### src/rtl/uart_tx_fifo_if.sv
// Valid/ready word handshake between a producer and the uart_tx_fifo input FIFO.
// A word moves on a rising clk edge where tx_valid and tx_ready are both high.
interface uart_tx_fifo_if #(
  parameter int DATA_BITS = 8
);
  logic [DATA_BITS-1:0] tx_data;
  logic                 tx_valid;
  logic                 tx_ready;

  modport master (output tx_data, output tx_valid, input tx_ready);
  modport slave  (input tx_data, input tx_valid, output tx_ready);
endinterface

### src/rtl/uart_tx_fifo.sv
// FIFO-buffered UART transmitter: LSB-first frames of START, DATA_BITS data, optional parity
// and STOP_BITS stop bits. Define UART_TX_PARITY_EN to insert the parity bit after the data.
module uart_tx_fifo #(
  parameter int CLKS_PER_BIT = 104,
  parameter int DATA_BITS    = 8,
  parameter int STOP_BITS    = 1,
  parameter int FIFO_DEPTH   = 16,
  parameter int PARITY_ODD   = 0
) (
  input  logic                        clk,
  input  logic                        rst,
  uart_tx_fifo_if.slave               bus,
  output logic                        tx_pin,
  output logic                        tx_busy,
  output logic [$clog2(FIFO_DEPTH):0] fifo_level
);

  localparam int AW = $clog2(FIFO_DEPTH);
  localparam int LW = AW + 1;
  localparam int CW = $clog2(CLKS_PER_BIT);
  localparam int IW = $clog2(DATA_BITS);

  localparam logic [CW-1:0] CNT_LAST  = CW'(CLKS_PER_BIT - 1);
  localparam logic [IW-1:0] DATA_LAST = IW'(DATA_BITS - 1);
  localparam logic [IW-1:0] STOP_LAST = IW'(STOP_BITS - 1);
  localparam logic [LW-1:0] DEPTH_LVL = LW'(FIFO_DEPTH);

  // Reject configurations the datapath widths cannot represent.
  if (CLKS_PER_BIT < 2) begin : g_bad_cpb
    $error("uart_tx_fifo: CLKS_PER_BIT must be >= 2");
  end
  if (DATA_BITS < 5 || DATA_BITS > 9) begin : g_bad_data
    $error("uart_tx_fifo: DATA_BITS must be 5..9");
  end
  if (STOP_BITS < 1 || STOP_BITS > 2) begin : g_bad_stop
    $error("uart_tx_fifo: STOP_BITS must be 1 or 2");
  end
  if (FIFO_DEPTH < 2 || (FIFO_DEPTH & (FIFO_DEPTH - 1)) != 0) begin : g_bad_depth
    $error("uart_tx_fifo: FIFO_DEPTH must be a power of two >= 2");
  end
  if (PARITY_ODD != 0 && PARITY_ODD != 1) begin : g_bad_parity
    $error("uart_tx_fifo: PARITY_ODD must be 0 or 1");
  end

`ifdef UART_TX_PARITY_EN
  typedef enum logic [2:0] {IDLE, START, DATA, PARITY, STOP} state_t;
`else
  typedef enum logic [1:0] {IDLE, START, DATA, STOP} state_t;
`endif

  logic [DATA_BITS-1:0] mem [FIFO_DEPTH];
  logic [AW-1:0]        wr_ptr;
  logic [AW-1:0]        rd_ptr;
  logic [LW-1:0]        level;
  logic                 push;
  logic                 pop;
  logic [DATA_BITS-1:0] head;

  state_t               state, state_n;
  logic [CW-1:0]        cnt, cnt_n;
  logic [IW-1:0]        idx, idx_n;
  logic [DATA_BITS-1:0] shifter, shift_n;
  logic                 pin_n;
  logic                 bit_end;
  logic                 start_frame;
`ifdef UART_TX_PARITY_EN
  logic                 parity_bit, parity_n;
`endif

  assign bus.tx_ready = (level != DEPTH_LVL);
  assign push         = bus.tx_valid & bus.tx_ready;
  assign head         = mem[rd_ptr];
  assign fifo_level   = level;
  assign tx_busy      = (state != IDLE) | (level != '0);

  always_ff @(posedge clk) begin
    if (push) mem[wr_ptr] <= bus.tx_data;
  end

  // Pointers wrap naturally because FIFO_DEPTH is a power of two.
  always_ff @(posedge clk or posedge rst) begin
    if (rst) begin
      wr_ptr <= '0;
      rd_ptr <= '0;
      level  <= '0;
    end else begin
      if (push) wr_ptr <= wr_ptr + 1'b1;
      if (pop)  rd_ptr <= rd_ptr + 1'b1;
      case ({push, pop})
        2'b10:   level <= level + 1'b1;
        2'b01:   level <= level - 1'b1;
        default: level <= level;
      endcase
    end
  end

  always_ff @(posedge clk or posedge rst) begin
    if (rst) begin
      state      <= IDLE;
      cnt        <= '0;
      idx        <= '0;
      shifter    <= '0;
      tx_pin     <= 1'b1;
`ifdef UART_TX_PARITY_EN
      parity_bit <= 1'b0;
`endif
    end else begin
      state      <= state_n;
      cnt        <= cnt_n;
      idx        <= idx_n;
      shifter    <= shift_n;
      tx_pin     <= pin_n;
`ifdef UART_TX_PARITY_EN
      parity_bit <= parity_n;
`endif
    end
  end

  // tx_pin is registered from the next-state value, so the line level always matches the state.
  always_comb begin
    state_n     = state;
    cnt_n       = cnt;
    idx_n       = idx;
    shift_n     = shifter;
    pin_n       = tx_pin;
    pop         = 1'b0;
    start_frame = 1'b0;
`ifdef UART_TX_PARITY_EN
    parity_n    = parity_bit;
`endif
    bit_end     = (cnt == CNT_LAST);

    case (state)
      IDLE: begin
        pin_n = 1'b1;
        if (level != '0) start_frame = 1'b1;
      end
      START: begin
        if (bit_end) begin
          cnt_n   = '0;
          idx_n   = '0;
          state_n = DATA;
          pin_n   = shifter[0];
        end else begin
          cnt_n = cnt + 1'b1;
        end
      end
      DATA: begin
        if (bit_end) begin
          cnt_n   = '0;
          shift_n = shifter >> 1;
          if (idx == DATA_LAST) begin
            idx_n   = '0;
`ifdef UART_TX_PARITY_EN
            state_n = PARITY;
            pin_n   = parity_bit;
`else
            state_n = STOP;
            pin_n   = 1'b1;
`endif
          end else begin
            idx_n = idx + 1'b1;
            pin_n = shifter[1];
          end
        end else begin
          cnt_n = cnt + 1'b1;
        end
      end
`ifdef UART_TX_PARITY_EN
      PARITY: begin
        if (bit_end) begin
          cnt_n   = '0;
          idx_n   = '0;
          state_n = STOP;
          pin_n   = 1'b1;
        end else begin
          cnt_n = cnt + 1'b1;
        end
      end
`endif
      STOP: begin
        if (bit_end) begin
          cnt_n = '0;
          if (idx == STOP_LAST) begin
            // Back-to-back frames: a queued word starts right after the last stop clock.
            if (level != '0) begin
              start_frame = 1'b1;
            end else begin
              state_n = IDLE;
              pin_n   = 1'b1;
            end
          end else begin
            idx_n = idx + 1'b1;
          end
        end else begin
          cnt_n = cnt + 1'b1;
        end
      end
      default: begin
        state_n = IDLE;
        pin_n   = 1'b1;
      end
    endcase

    if (start_frame) begin
      pop      = 1'b1;
      shift_n  = head;
      cnt_n    = '0;
      idx_n    = '0;
      state_n  = START;
      pin_n    = 1'b0;
`ifdef UART_TX_PARITY_EN
      parity_n = (PARITY_ODD != 0) ? ~^head : ^head;
`endif
    end
  end

endmodule

### src/flat_wrapper.sv
// flat-port wrapper written by rule: the top's interface ports become plain ports
module uart_tx_fifo_flat 
#(
  parameter int CLKS_PER_BIT = 104,
  parameter int DATA_BITS    = 8,
  parameter int STOP_BITS    = 1,
  parameter int FIFO_DEPTH   = 16,
  parameter int PARITY_ODD   = 0
)
  (clk, rst, tx_pin, tx_busy, fifo_level, bus_tx_data, bus_tx_valid, bus_tx_ready);
  uart_tx_fifo_if #(.DATA_BITS(DATA_BITS)) bus_i ();
  input  logic clk;
  input  logic rst;
  output logic tx_pin;
  output logic tx_busy;
  output logic [$clog2(FIFO_DEPTH):0] fifo_level;
  input wire logic [$bits(bus_i.tx_data)-1:0] bus_tx_data;
  input wire logic [$bits(bus_i.tx_valid)-1:0] bus_tx_valid;
  output wire logic [$bits(bus_i.tx_ready)-1:0] bus_tx_ready;
  assign bus_i.tx_data = bus_tx_data;
  assign bus_i.tx_valid = bus_tx_valid;
  assign bus_tx_ready = bus_i.tx_ready;
  uart_tx_fifo #(.CLKS_PER_BIT(CLKS_PER_BIT), .DATA_BITS(DATA_BITS), .STOP_BITS(STOP_BITS), .FIFO_DEPTH(FIFO_DEPTH), .PARITY_ODD(PARITY_ODD)) u_core (.clk(clk), .rst(rst), .bus(bus_i), .tx_pin(tx_pin), .tx_busy(tx_busy), .fifo_level(fifo_level));
endmodule
### config.mk
export PLATFORM = sky130hd
export DESIGN_NAME = uart_tx_fifo_flat
export DESIGN_NICKNAME = d
export VERILOG_FILES = /design/src/rtl/uart_tx_fifo_if.sv /design/src/rtl/uart_tx_fifo.sv /design/src/flat_wrapper.sv
export SDC_FILE = /design/constraint.sdc
export NUM_CORES = 1
export LEC_CHECK = 0
export CORE_ASPECT_RATIO = 0.75
export CORE_UTILIZATION = 32
export CTS_CLUSTER_DIAMETER = 120
export DETAILED_ROUTE_END_ITERATION = 8
export GPL_TIMING_DRIVEN = 0
export PLACE_DENSITY = 0.55
export REMOVE_ABC_BUFFERS = 1
export SLEW_MARGIN = 20
export SYNTH_ARGS = -nofsm -noshare
export SYNTH_HDL_FRONTEND = slang
export SYNTH_SLANG_ARGS = --single-unit
export TNS_END_PERCENT = 20
### constraint.sdc
create_clock -name clk -period 2.8 [get_ports clk]
set_input_delay 0.56 -clock clk [delete_from_list [all_inputs] [get_ports clk]]
set_output_delay 0.56 -clock clk [all_outputs]
set_load 0.005 [all_outputs]
==> impl_metrics.env <==
export IMPL_status="completed"
export IMPL_period_needed_ns=2.697
export IMPL_synth_edf_count=128
export IMPL_synth_seq_area_share_pct=67.13
export IMPL_synth_top_area_share_pct=54.95
export IMPL_initial_core_util_pct=32.85
export IMPL_regArea_mm2=0.004707
export IMPL_clock_latency_ns=0.43
export IMPL_crit_path_start_kind="flip-flop"
export IMPL_die_h_um=130.0
export IMPL_critPathMaxFanout=18
export IMPL_ys_seq_elements=162
export IMPL_path_class="reg2reg"
export IMPL_routedWlPerCell_um=17.82
export IMPL_nNetsFinal=470
export IMPL_synth_top_area_cell="edfxtp_1"
export IMPL_grt_pass1_vias=3557
export IMPL_routed_via_count=3609
export IMPL_coreArea_mm2=0.02130
export IMPL_clockRootBuffer="clkbuf_16"
export IMPL_syn2layout_area_growth_pct=17.28
export IMPL_drc=0
export IMPL_final_cell_area_mm2=0.008204
export IMPL_cts_hold_buffers_added=0
export IMPL_crit_arrival_ns=2.99
export IMPL_fp_dieW_um=172.7
export IMPL_yosys_most_used_dff="edfxtp_1"
export IMPL_post_route_util_pct=38.53
export IMPL_dpl_cell_area_mm2=0.007491
export IMPL_multi_input_area_mm2=0.002181
export IMPL_die_area_mm2=0.02246
export IMPL_track_usage_pct=12.44
export IMPL_finalSetupViolations=0
export IMPL_fillers=1967
export IMPL_r2r_end="u_core.fifo_level[4]$_DFFE_PP0P_"
export IMPL_ys_warn_count=0
export IMPL_crit_path_end="u_core.fifo_level[4]$_DFFE_PP0P_"
export IMPL_drive_gt1_share_pct=24.45
export IMPL_clock_path_buffers=2
export IMPL_min_path_type="reg2reg"
export IMPL_grt_pass1_wl_um=20820
export IMPL_drt_iter0_markers=246
export IMPL_num_rows=46
export IMPL_yosysUniqueCellTypes=52
export IMPL_maxCapViolCount=0
export IMPL_r2r_cells=12
export IMPL_async_flop_share_pct=20.99
export IMPL_io_buffer_count=18
export IMPL_syn_area_per_cell_um2=16.90
export IMPL_ant_nets=0
export IMPL_cts_sinks=162
export IMPL_grt_max_degree=35
export IMPL_antenna_cells=0
export IMPL_relSlewSlack_pct=42.11
export IMPL_clock_skew_ns=0.01804
export IMPL_place_congestion=0.7948
export IMPL_power_density_mw_per_mm2=1056
export IMPL_cp_end_kind="flip-flop"
export IMPL_via_per_inst=4.864
export IMPL_synth_cells=414
export IMPL_first_pass_iters=4
export IMPL_critPathLaunch="u_core.fifo_level[0]$_DFFE_PP0P_"
export IMPL_hold_slack_ns=0.5039
export IMPL_clkTransAtPathRegs_ns=0.07
export IMPL_worstMarginPinSlew_ns=0.8651
export IMPL_cts_max_level=4
export IMPL_stdcell_count=742
export IMPL_dpl_hpwl_um=8728
export IMPL_antenna_found_initial=0
export IMPL_leakage_nw=2.797
export IMPL_globalRoute_totalOverflow=0
export IMPL_hold_viol=0
export IMPL_drv_slew=0
export IMPL_peakVddDrop_mv=0.4726
export IMPL_synthTopCellsByArea="edfxtp_1 55%, mux4_2 13%, dfrtp_1 12%"
export IMPL_netlist_area_mm2=0.006995
export IMPL_ios=19
export IMPL_r2r_setup_slack_ns=0.10
export IMPL_drt_wl_total_um=13220
export IMPL_worstReg2RegStart="u_core.fifo_level[0]$_DFFE_PP0P_"
export IMPL_fmax_mhz=370.8
export IMPL_min_period_over_period_pct=96.31
export IMPL_rsz0062_at_grt="true"
export IMPL_cts_tree="yes"
export IMPL_cts_made_buffers=17
export IMPL_dp_cells=701
export IMPL_crit_required_ns=3.09
[state kept, by name (all words and copies together) (netlist names)]
name and flops:
u_core.mem 128, u_core.shifter 8, u_core.cnt 7, u_core.fifo_level 5
u_core.rd_ptr 4, u_core.wr_ptr 4, u_core.idx 3, u_core.state 2
u_core.tx_pin 1
[placed cells by master (no fill, tap or decap), types with 5 or more instances in the layout]
cell type / Yosys / routed
buf_4: 1 / 10
nor2_1: 26 / 25
a221o_1: 7 / 7
and2_0: 5 / 5
mux4_2: 40 / 40
edfxtp_1: 128 / 128
clkdlybuf4s50_1: 0 / 17
dfrtp_1: 33 / 26
nand3_1: 9 / 9
nand2b_1: 6 / 6
inv_1: 14 / 11
inv_6: 0 / 6
xor2_1: 5 / 5
xnor2_1: 10 / 10
o21ai_0: 16 / 16
clkbuf_16: 0 / 17
dfrtp_2: 0 / 6
ha_1: 18 / 14
nand2_1: 20 / 20
[timing repair]
item,CTS,global route
buffers inserted,3,6
pin swaps,2,5
gates resized for setup,12,10
endpoints found under the setup margin,5,3
[per-layer routing]
layer  part of all wire, %  vias up  global-route usage (%)
li1                      -     1665                       -
met1                    50     1874                   17.88
met2                    45       58                   18.26
met3                   3.6       12                   3.322
met4                  0.99        0                   4.217
met5                     0        -                       0
[synthesized netlist by cell type, types with 3 or more instances]
library cell  instances
a221o_1               7
and2_0                5
and2_1                5
buf_1                 6
buf_6                 6
clkbuf_1              8
dfrtp_1              33
edfxtp_1            128
ha_1                 18
inv_1                14
mux2_2                3
mux4_2               40
nand2_1              20
nand2b_1              6
nand3_1               9
nor2_1               26
nor3_1                5
o21ai_0              16
xnor2_1              10
xor2_1                5
[worst max-delay path: stages, from the launching register on]
cell and delay, ns:
dfrtp_2 0.41, or4_4 0.58, o21ai_4 0.16, or2_4 0.18, inv_8 0.07, ha_4 0.18
xor2_1 0.14, ha_2 0.18, nand3b_1 0.07, o21ai_0 0.08, a222oi_1 0.26, nor2_1 0.11
xor2_1 0.15
[area by class of cell]
cell class / instances / share of cell area, %
clock buffer: 19 / 5.277
tap: 288 / 4.392
inverter: 15 / 0.7778
multi-input combinational: 215 / 26.58
sequential: 162 / 57.37
timing repair buffer: 30 / 3.813
clock inverter: 13 / 1.784
[worst min path at each step]
| stage | startpoint | to | cells past startpoint |
|---|---|---|---|
| floorplan | u_core.cnt[5]$_DFFE_PP0P_ | u_core.cnt[5]$_DFFE_PP0P_ | 1 |
| global placement | u_core.cnt[5]$_DFFE_PP0P_ | u_core.cnt[5]$_DFFE_PP0P_ | 1 |
| detailed placement | u_core.cnt[5]$_DFFE_PP0P_ | u_core.cnt[5]$_DFFE_PP0P_ | 1 |
| CTS | u_core.cnt[5]$_DFFE_PP0P_ | u_core.cnt[5]$_DFFE_PP0P_ | 1 |
| global route | u_core.shifter[4]$_DFFE_PP0P_ | u_core.shifter[4]$_DFFE_PP0P_ | 1 |
| finish | u_core.cnt[5]$_DFFE_PP0P_ | u_core.cnt[5]$_DFFE_PP0P_ | 1 |
[per-stage QoR]
step | total power, mW | setup TNS (ns) | setup WS, ns
final | 8.665 | 0 | 0.1034
after global routing | 9.182 | -0.04499 | -0.04499
after CTS | 8.687 | 0 | 0.004131
after detailed placement | 6.252 | -1.033 | -0.4404
after global placement | 6.080 | -17.19 | -1.026
after floorplan | 5.310 | -1.849 | -0.2554
[kinds of logic (layout without fill, tap and decap cells)]
kind of cell | count (synthesis) | in the layout | share of synthesized area (%)
compound gates | 44 | 44 | 4.668
xor+xnor | 15 | 15 | 1.878
fa+ha+maj | 18 | 18 | 3.220
buf+inv | 37 | 77 | 2.736
flops | 162 | 162 | 67.13
mux | 46 | 46 | 13.86
simple gates | 92 | 92 | 6.510
[power by group]
part	switching [mW]	internal [mW]
clock	0.963	1.33
combinational	1.41	1.51
sequential	0.413	3.04
total	2.79	5.88
(Power assumes the default switching activity.)
